File: config.mk
export PLATFORM = sky130hd
export DESIGN_NAME = mant_div_seq
export DESIGN_NICKNAME = d
export VERILOG_FILES = /design/src/rtl/mant_div_seq.sv
export SDC_FILE = /design/constraint.sdc
export NUM_CORES = 1
export LEC_CHECK = 0
export BUFFER_PORTS_ARGS = -buffer_cell sky130_fd_sc_hd__buf_2
export CAP_MARGIN = 15
export CORE_ASPECT_RATIO = 0.75
export CORE_MARGIN = 5
export CORE_UTILIZATION = 64
export DETAILED_ROUTE_END_ITERATION = 8
export PLACE_DENSITY = 0.9
export SYNTH_ARGS = -nofsm -noshare
export SYNTH_HDL_FRONTEND = slang
export SYNTH_SLANG_ARGS = --single-unit
export TNS_END_PERCENT = 50
File: constraint.sdc
create_clock -name clk -period 7.25 [get_ports clk]
set_input_delay 1.0875 -clock clk [delete_from_list [all_inputs] [get_ports clk]]
set_output_delay 1.0875 -clock clk [all_outputs]
set_load 0.005 [all_outputs]
File: src/rtl/mant_div_seq.sv
// Sequential restoring divider for normalized mantissas: one quotient bit per clock, QW = MW+2 bits.
// Optional MANT_DIV_EARLY_TERM_EN: finish as soon as the partial remainder reaches zero.
module mant_div_seq #(
    parameter int MW = 24
) (
    input  logic            clk,
    input  logic            rst,
    input  logic            in_valid,
    output logic            in_ready,
    input  logic [MW-1:0]   dividend,
    input  logic [MW-1:0]   divisor,
    output logic            out_valid,
    input  logic            out_ready,
    output logic [MW+1:0]   quotient,
    output logic            sticky,
    output logic            dz,
    output logic [1:0]      state_dbg
);

    localparam int QW = MW + 2;
    localparam int CW = $clog2(QW);

    localparam logic [1:0] S_IDLE = 2'd0;
    localparam logic [1:0] S_RUN  = 2'd1;
    localparam logic [1:0] S_DONE = 2'd2;

    // Handshakes: a transfer happens on a rising edge where valid and ready are both high;
    // out_valid stays high and the result stays stable until out_ready retires it.

    logic [1:0]    state;
    logic [MW-1:0] d_reg;
    logic [MW:0]   r_reg;
    logic [QW-1:0] q_reg;
    logic [CW-1:0] cnt;
    logic          sticky_reg;
    logic          dz_reg;

    logic [MW+2:0] sum;
    logic          no_borrow;
    logic [MW:0]   r_next;
    logic [QW-1:0] q_shift;
    logic [CW-1:0] shamt;
    logic          last_iter;
    logic          early_done;
    logic          finish;
    logic          unused_bits;

    // R - D at MW+2 bits as R + ~D + 1; the carry out of that width means no borrow.
    always_comb begin
        sum        = {2'b00, r_reg} + {1'b0, 2'b11, ~d_reg} + {{(MW+2){1'b0}}, 1'b1};
        no_borrow  = sum[MW+2];
        r_next     = no_borrow ? {sum[MW-1:0], 1'b0} : {r_reg[MW-1:0], 1'b0};
        q_shift    = {q_reg[QW-2:0], no_borrow};
        last_iter  = (cnt == CW'(QW - 1));
        shamt      = CW'(QW - 1) - cnt;
`ifdef MANT_DIV_EARLY_TERM_EN
        early_done = (r_next == '0);
`else
        early_done = 1'b0;
`endif
        finish     = last_iter || early_done;
    end

    // The difference is always below D, so its top two bits carry no information.
    assign unused_bits = &{1'b0, sum[MW+1:MW]};

    always_ff @(posedge clk) begin
        if (rst) begin
            state      <= S_IDLE;
            d_reg      <= '0;
            r_reg      <= '0;
            q_reg      <= '0;
            cnt        <= '0;
            sticky_reg <= 1'b0;
            dz_reg     <= 1'b0;
        end else begin
            case (state)
                S_IDLE: begin
                    if (in_valid) begin
                        d_reg      <= divisor;
                        r_reg      <= {1'b0, dividend};
                        cnt        <= '0;
                        sticky_reg <= 1'b0;
                        if (!divisor[MW-1]) begin
                            dz_reg <= 1'b1;
                            q_reg  <= '1;
                            state  <= S_DONE;
                        end else begin
                            dz_reg <= 1'b0;
                            q_reg  <= '0;
                            state  <= S_RUN;
                        end
                    end
                end
                S_RUN: begin
                    r_reg <= r_next;
                    cnt   <= cnt + CW'(1);
                    if (finish) begin
                        // Zero-fill the bits not yet produced; shamt is 0 on the last iteration.
                        q_reg      <= q_shift << shamt;
                        sticky_reg <= |r_next;
                        state      <= S_DONE;
                    end else begin
                        q_reg <= q_shift;
                    end
                end
                S_DONE: begin
                    if (out_ready) begin
                        state <= S_IDLE;
                    end
                end
                default: begin
                    state <= S_IDLE;
                end
            endcase
        end
    end

    assign in_ready  = (state == S_IDLE);
    assign out_valid = (state == S_DONE);
    assign quotient  = q_reg;
    assign sticky    = sticky_reg;
    assign dz        = dz_reg;
    assign state_dbg = state;

endmodule

# Yosys cells after proc, flatten, opt, wreduce, memory -nomap -nowiden
# Cells that the tools add are included.
dict set report totals {
  reg_bits 84
  input_bits 52
  output_inout_bits 32
}
dict set report op_classes {
  addsub 4
  eq_ne 6
  n_shift 1
  n_mux 18
  bitwise_logic 1
  reduce_logical 7
}
# cell count
set op_table {}
lappend op_table {{26-bit two-way mux} 3}
lappend op_table {{26-bit one-hot mux with 2 select lines} 1}
lappend op_table {{25-bit two-way mux} 2}
lappend op_table {{25-bit one-hot mux with 2 select lines} 1}
lappend op_table {{25-bit by 26-bit adder with 27-bit output} 1}
lappend op_table {{27-bit by 1-bit adder with 27-bit output, second input constant} 1}
lappend op_table {{26-bit by 5-bit left shift with 26-bit output} 1}
lappend op_table {{25-bit OR reduction} 1}
lappend op_table {{24-bit inverter} 1}
lappend op_table {{5-bit one-hot mux with 2 select lines} 1}
lappend op_table {{2-bit two-way mux} 4}
lappend op_table {{2-bit one-hot mux with 3 select lines} 1}
lappend op_table {{3-bit AND reduction} 2}
lappend op_table {{5-bit by 1-bit adder with 5-bit output, second input constant} 1}
lappend op_table {{5-bit equality test, second input constant} 1}
lappend op_table {{5-bit two-way mux} 1}
lappend op_table {{5-bit subtractor, first input constant} 1}
lappend op_table {{2-bit inequality test, second input constant} 2}
lappend op_table {{2-bit AND reduction} 2}
lappend op_table {{1-bit two-way mux} 3}
lappend op_table {{2-bit by 1-bit equality test with 1-bit output, second input constant} 1}
lappend op_table {{2-bit equality test, second input constant} 1}
lappend op_table {{2-bit logical NOT} 1}
lappend op_table {{2-bit by 1-bit inequality test with 1-bit output, second input constant} 1}
lappend op_table {{2 further kinds} 2}

# Longest topological paths before layout
# Gate-level depths: netlist (run 1).
dict set report depth {
  ltp_word 7
  depth_mapped 14
}

# Worst setup path after synthesis (run 1)
# OpenSTA, ideal clock, no wires.
dict set report synth_path {
  path_kind {register -> register}
  start {reg d_reg[15]}
  end {reg q_reg[6] (netlist: quotient[6])}
  setup_time_ns 0.132
  t_arrival_ns 3.028
  t_required_ns 7.118
  setup_slack_ns 4.090
  path_stages_with_launch 13
  synth_period_minus_slack_ns 3.160
  path_cell_list {dfxtp_1 -> inv_1 -> ha_1 -> buf_6 -> a21o_1 -> and3_1 -> a211o_1 -> o311a_4 -> a21o_1 -> mux4_2 -> mux2_2 -> a221oi_2 -> nor3_1}
}
dict set report synth_via {
  elab_chain_len 6
}
# item line_no
set synth_lines {}
lappend synth_lines {{start, declared} 31} ;# logic [MW-1:0] d_reg;
lappend synth_lines {{start signal, assigned} 80} ;# d_reg <= divisor;
lappend synth_lines {{24-bit inverter} 50} ;# sum = {2'b00, r_reg} + {1'b0, 2'b11, ~d_reg} + {{(MW+2){1'b0}}, 1'b1};
lappend synth_lines {{25-bit by 26-bit adder with 27-bit output} 50}
lappend synth_lines {{27-bit by 1-bit adder with 27-bit output} 50}
lappend synth_lines {{26-bit by 5-bit left shift with 26-bit output} 100} ;# q_reg <= q_shift << shamt;
lappend synth_lines {{26-bit two-way mux} 98} ;# if (finish) begin
lappend synth_lines {{26-bit one-hot mux with 2 select lines} 77} ;# case (state)
lappend synth_lines {{end signal, assigned} 100}
lappend synth_lines {{end signal, assigned} 104} ;# q_reg <= q_shift;
lappend synth_lines {{end, declared} 33} ;# logic [QW-1:0] q_reg;
# No other way between the ends.
# A chain may end at the register's enable or synchronous reset.

# Final worst setup path (run 1)
dict set report layout_path {
  start {reg d_reg[13]}
  end {reg q_reg[22] (netlist: quotient[22])}
}
# Same word-level chain as after synthesis.

==> flow_metrics.env, run 1 <==
export IMPL_r2r_start="d_reg[13]"
export IMPL_synth_edf_count=0
export IMPL_path_max_fanout=12
export IMPL_track_usage=0.327
export IMPL_fin_tns_setup_ps=0
export IMPL_required_ps=7470
export IMPL_reg2reg_depth=11
export IMPL_htree_levels=3
export IMPL_netlist_top_cells_area="dfxtp_1, a21oi_1, nand2_1, nor2_1, ha_1"
export IMPL_ys_flop_type="dfxtp_1"
export IMPL_cts_root_buf="clkbuf_16"
export IMPL_drv_slew=0
export IMPL_cts_setup_buffers=0
export IMPL_setup_violations=0
export IMPL_p_sw_mw=0.706
export IMPL_globalplace_congestion=0.998
export IMPL_met2_length_um=8120
export IMPL_diodes=0
export IMPL_power_internal_mw=1.05
export IMPL_synthCells=880
export IMPL_power_frac_clock=0.271
export IMPL_yosysUniqueCellTypes=65
export IMPL_overflow=0
export IMPL_power_density_nw_per_um2=246
export IMPL_synth_seq_cells=84
export IMPL_async_flop_share=0
export IMPL_vias_per_cell=6.64
export IMPL_ff_latch_area_um2=1680
export IMPL_hp_start="d_reg[17]"
export IMPL_worst_pin_slew_ps=1240
export IMPL_nets=1001
export IMPL_cp_arrival_ps=3890
export IMPL_drive_above_1_share=0.147
export IMPL_netlist_area_um2=6420
export IMPL_antenna_left=0
export IMPL_multi_input_area_um2=4330
export IMPL_grt_setup_unrepaired="no"
export IMPL_placed_cell_area_um2=6830
export IMPL_setup_worst_path_end_class="flip-flop"
export IMPL_max_slew_margin=0.168
export IMPL_utilization=0.734
export IMPL_largest_reg_flops=26
export IMPL_cts_sinks=84
export IMPL_min_period_ps=3660
export IMPL_combPwrFrac=0.414
export IMPL_yosysWarnings=0
export IMPL_die_area_um2=12200
export IMPL_drc=0
export IMPL_syn_to_final_growth_pct=11.3
export IMPL_dr_pass1_iters=7
export IMPL_post_drt_wl_per_cell_um=19.4
export IMPL_cts_made_buffers=9
export IMPL_crit_path_start_kind="flip-flop"
export IMPL_topRoutingLayerUsed="met4"
export IMPL_p_seq_frac=0.315
export IMPL_seq_area_frac_synth=0.262
export IMPL_finalClockSkew_ps=7.11
export IMPL_swShare=0.402
export IMPL_path_class="reg -> reg"
export IMPL_synth_area_leader_cell="dfxtp_1"
export IMPL_cts_buffer_depth=2
export IMPL_core_um2=9740
export IMPL_hold_depth=2
export IMPL_syn_num_nets=960
export IMPL_die_h_um=96.7
export IMPL_antenna_found_initial=0
export IMPL_design_portCount=84
export IMPL_hp_class="reg -> reg"
export IMPL_p_leak_nw=2.97
export IMPL_ir_drop_mv=0.195
export IMPL_cts_resized_gates=0
export IMPL_drt_initial_drc_count=883
export IMPL_stdcell_area_um2=7150
export IMPL_hold_viol_final=0
export IMPL_met1Wirelength_um=8990
export IMPL_max_freq_mhz=273
export IMPL_clk_pin_slew_ps=70
export IMPL_nFillCells=826
export IMPL_synth_area_per_cell_um2=7.30
export IMPL_yosysTopAreaCellShare=0.262
export IMPL_initial_core_util=0.660
export IMPL_rows=31
export IMPL_num_vias=7027
export IMPL_fin_crit_sh=0.505
export IMPL_max_cap_viol_count=0
export IMPL_grt_pass1_wl_um=33000
export IMPL_io_buffers=83
export IMPL_clk_latency_ps=350
export IMPL_die_x_um=126
export IMPL_wirelength_um=20500
export IMPL_route_met3_wl_um=2880
export IMPL_cts_tree="built"
export IMPL_grt_start_max_net_pins=85
export IMPL_grt_pass1_vias=6327
export IMPL_postCtsHoldBufs=0
export IMPL_status="finished, final reports clean"
export IMPL_hpwlAfterDp_um=14300
export IMPL_crit_start="d_reg[13]"
[Yosys cell counts (6+ instances only)]
| cell | count |
|---|---|
| nand2_1 | 122 |
| a21oi_1 | 108 |
| nor2_1 | 95 |
| dfxtp_1 | 84 |
| clkbuf_1 | 57 |
| o21ai_0 | 44 |
| inv_1 | 41 |
| ha_1 | 27 |
| nor3_1 | 27 |
| mux2i_1 | 21 |
| a211oi_1 | 17 |
| a21o_1 | 16 |
| o211ai_1 | 16 |
| o221ai_1 | 12 |
| a221oi_1 | 11 |
| a31oi_1 | 10 |
| mux2_2 | 10 |
| xnor2_1 | 10 |
| nand3_1 | 9 |
| mux4_2 | 8 |
| nand2b_1 | 8 |
| nor2b_1 | 8 |
| o21a_1 | 8 |
| o22a_1 | 7 |
| xor2_1 | 7 |
| a211o_1 | 6 |
| and3_1 | 6 |
[power by group through the flow]
stage	registers (mW)	clock network (mW)	logic (mW)
2_1_floorplan	0.546	0	0.517
3_3_place_gp	0.559	0	0.682
3_5_place_dp	0.560	0	0.690
4_1_cts	0.550	0.478	0.698
5_1_grt	0.557	0.498	0.786
6_report	0.553	0.475	0.727
[metrics by stage]
step | setup WS (ps) | cells | hold slack (ps) | total power, mW
2_1_floorplan | 4090 | 880 | 436 | 1.06
3_3_place_gp | 3780 | 1041 | 445 | 1.24
3_5_place_dp | 3710 | 1041 | 448 | 1.25
4_1_cts | 3660 | 1057 | 456 | 1.73
5_1_grt | 3390 | 1058 | 466 | 1.84
6_report | 3590 | 1058 | 454 | 1.76
[path summary, 6_finish.rpt]
| kind | end | slack (ps) |
|---|---|---|
| worst max-delay path | quotient[22] | 3590 |
| worst min-delay path | d_reg[17] | 450 |
| worst max register to register | quotient[22] | 3590 |
| worst min register to register | d_reg[17] | 450 |
[area by class of cell]
| cell class | instances | share of cell area |
|---|---|---|
| Timing Repair Buffer | 94 | 0.0707 |
| Clock inverter | 6 | 0.0102 |
| Tap cell | 132 | 0.0231 |
| Sequential cell | 84 | 0.235 |
| Inverter | 43 | 0.0226 |
| Clock buffer | 10 | 0.0320 |
| Multi-Input combinational cell | 689 | 0.606 |
[metal layers]
layer  global-route usage  up-vias
met3               0.0964       51
met4               0.0967        0
met5                    0        -
met1                0.495     3181
met2                0.443      513
li1                     -     3282
[cell usage in the layout, fill, tap and decap left out, types with 4 or more instances in the layout]
master	netlist	final
a211oi_1	17	17
a21boi_0	4	4
o2111ai_1	5	5
buf_4	0	10
xor2_1	7	7
nor4_1	5	5
xnor2_1	10	10
o31ai_1	5	5
mux2_2	10	10
nor2b_1	8	8
o21a_1	8	8
nor2_1	95	93
and3_1	6	6
o21ai_0	44	44
mux2i_1	21	21
nand2_1	122	122
a21o_1	16	16
a211o_1	6	6
mux4_2	8	8
buf_2	1	83
dfxtp_1	84	84
a221oi_1	11	11
a21oi_1	108	108
o221ai_1	12	12
nor3_1	27	27
inv_1	41	41
nand2b_1	8	8
o22a_1	7	7
ha_1	27	27
a31oi_1	10	10
nand3_1	9	9
or3_1	5	5
a311oi_1	4	4
clkbuf_16	0	9
o211ai_1	16	16
[critical path, stage by stage (launching register included)]
cell and delay, ps:
dfxtp_1 330, inv_1 40, ha_1 370, a21oi_1 360, o21ai_0 160, a211o_1 310, o311a_4 420, a21o_1 340
mux4_2 520, mux2_2 300, o21ai_0 250, a21oi_1 130
[kinds of logic after synthesis]
logic type               count (synthesis)  share of synthesized area
AO/OA/AOI/OAI                          299                      0.306
AND/OR/NAND/NOR                        306                      0.211
XOR/XNOR                                17                     0.0232
adder cells (fa/ha/maj)                 28                     0.0557
multiplexers                            39                     0.0783
buffers and inverters                  107                     0.0639
flip-flops                              84                      0.262
(Power assumes the default switching activity.)
==> inputs of run 2 (changes only) <==
Settings changed: CORE_UTILIZATION 64 to 53, PLACE_DENSITY 0.9 to 0.8.
Clock period 7.25 ns to 3.23 ns, I/O delays scaled along.
==> run 2 against run 1 <==
Compared with the run above:
- final area rose by 6.4%
- sequential power rose by 120%
- cell count rose by 7.0%
- wire length rose by 4.0%
- core utilization fell by 8.6 points
- critical path type unchanged
- critical endpoint is now sticky
==> flow_metrics.env, run 2 (synthesis results as in run 1) <==
export IMPL_hold_viol_final=0
export IMPL_track_usage=0.289
export IMPL_die_x_um=137
export IMPL_hold_end="d_reg[6]"
export IMPL_cts_buffer_depth=2
export IMPL_grt_pass1_vias=6516
export IMPL_dr_pass1_iters=8
export IMPL_hp_start="divisor[6]"
export IMPL_drc=0
export IMPL_design_portCount=84
export IMPL_cp_arrival_ps=3410
export IMPL_fin_crit_sh=0.992
export IMPL_hpwlAfterDp_um=15200
export IMPL_core_um2=11700
export IMPL_num_vias=7210
export IMPL_crit_path_start_kind="flip-flop"
export IMPL_r2r_start="r_reg[3]"
export IMPL_antenna_found_initial=0
export IMPL_nets=1045
export IMPL_worst_pin_slew_ps=724
export IMPL_overflow=0
export IMPL_utilization=0.648
export IMPL_final_common_cell="nand2_1"
export IMPL_path_max_fanout=5
export IMPL_path_class="reg -> reg"
export IMPL_hold_depth=3
export IMPL_power_density_nw_per_um2=545
export IMPL_setup_worst_path_end_class="flip-flop"
export IMPL_cts_tree="built"
export IMPL_required_ps=3440
export IMPL_die_h_um=105
export IMPL_antenna_left=0
export IMPL_drv_slew=0
export IMPL_post_drt_wl_per_cell_um=18.9
export IMPL_io_buffers=83
export IMPL_finalClockSkew_ps=8.58
export IMPL_postCtsHoldBufs=0
export IMPL_initial_core_util=0.547
export IMPL_min_period_ps=3200
export IMPL_drt_initial_drc_count=1149
export IMPL_largest_reg_flops=26
export IMPL_clk_latency_ps=340
export IMPL_fin_tns_setup_ps=0
export IMPL_vias_per_cell=6.37
export IMPL_max_freq_mhz=312
export IMPL_clk_pin_slew_ps=60
export IMPL_cts_root_buf="clkbuf_16"
export IMPL_status="finished, final reports clean"
export IMPL_drive_above_1_share=0.201
export IMPL_setup_violations=0
export IMPL_placed_cell_area_um2=7200
export IMPL_diodes=0
export IMPL_htree_levels=3
export IMPL_grt_setup_unrepaired="yes"
export IMPL_cts_made_buffers=9
export IMPL_die_area_um2=14400
export IMPL_rows=34
export IMPL_r2r_slack_ps=30
export IMPL_stdcell_area_um2=7610
export IMPL_final_cell_mix="nand2_1, a21oi_1, nor2_1, dfxtp_1, buf_2"
export IMPL_globalplace_congestion=1.04
export IMPL_cts_sinks=84
export IMPL_wirelength_um=21400
export IMPL_grt_pass1_wl_um=33800
export IMPL_grt_start_max_net_pins=43
export IMPL_worst_r2r_endpoint="sticky"
export IMPL_reg2reg_depth=10
export IMPL_syn_to_final_growth_pct=18.5
export IMPL_max_cap_viol_count=0
export IMPL_hp_class="in -> reg"
export IMPL_p_leak_nw=3.18
export IMPL_total_power_mw=4.15
export IMPL_max_slew_margin=0.505
export IMPL_ir_drop_mv=0.307
-- run 2: worst max-delay path, cell delays in order (launching register included) --
cell and delay, ps:
dfxtp_1 360, ha_1 400, o211ai_1 150, a21oi_1 300
o21ai_0 170, a21boi_0 330, o21ai_0 180, a2111o_1 400
a221o_1 360, nor4_2 300, a31oi_1 120
-- run 2: metal layers --
| layer | wire length (um) | global-route usage |
|---|---|---|
| met5 | 0 | 0 |
| met4 | 581 | 0.0776 |
| met3 | 2790 | 0.0814 |
| met2 | 8720 | 0.404 |
| met1 | 9260 | 0.431 |
-- run 2: final cells by class --
cell class                      instances  area [um^2]
Clock buffer                           13          260
Inverter                               43          161
Fill cell                            1068         4130
Clock inverter                          3         45.0
Timing Repair Buffer                  138          828
Tap cell                              162          203
Sequential cell                        84         1680
Multi-Input combinational cell        689         4430
-- run 2: timing repair --
item                       in CTS  in global routing
pin swaps                       0                  4
setup buffers                   0                  1
setup endpoints to repair       1                 12
gates resized for setup         1                 20
gates cloned                    0                  0
-- run 2: metrics by stage --
step / cells / worst slack, ps / hold slack, ps
after floorplan: 880 / 70.4 / 436
after global placement: 1115 / 65.0 / 443
after detailed placement: 1115 / 14.6 / 447
after CTS: 1131 / 5.88 / 374
after global routing: 1132 / -24.6 / 385
final: 1132 / 26.7 / 375
-- run 2: power breakdown --
group / switching [mW] / leakage, nW / internal, mW
clock: 0.432 / 0.142 / 0.643
combinational: 1.07 / 2.35 / 0.763
sequential: 0.111 / 0.693 / 1.13
total: 1.61 / 3.18 / 2.53
-- run 2: how the worst max path moves through the flow --
stage               cells past startpoint       from  slack [ps]           to
floorplan                              12  d_reg[15]          70  quotient[6]
global placement                       11  d_reg[15]          60  quotient[6]
detailed placement                     11  d_reg[15]          10  quotient[6]
CTS                                    13   r_reg[0]           6       sticky
global route                           12   d_reg[6]         -20       sticky
finish                                 10   r_reg[3]          30       sticky
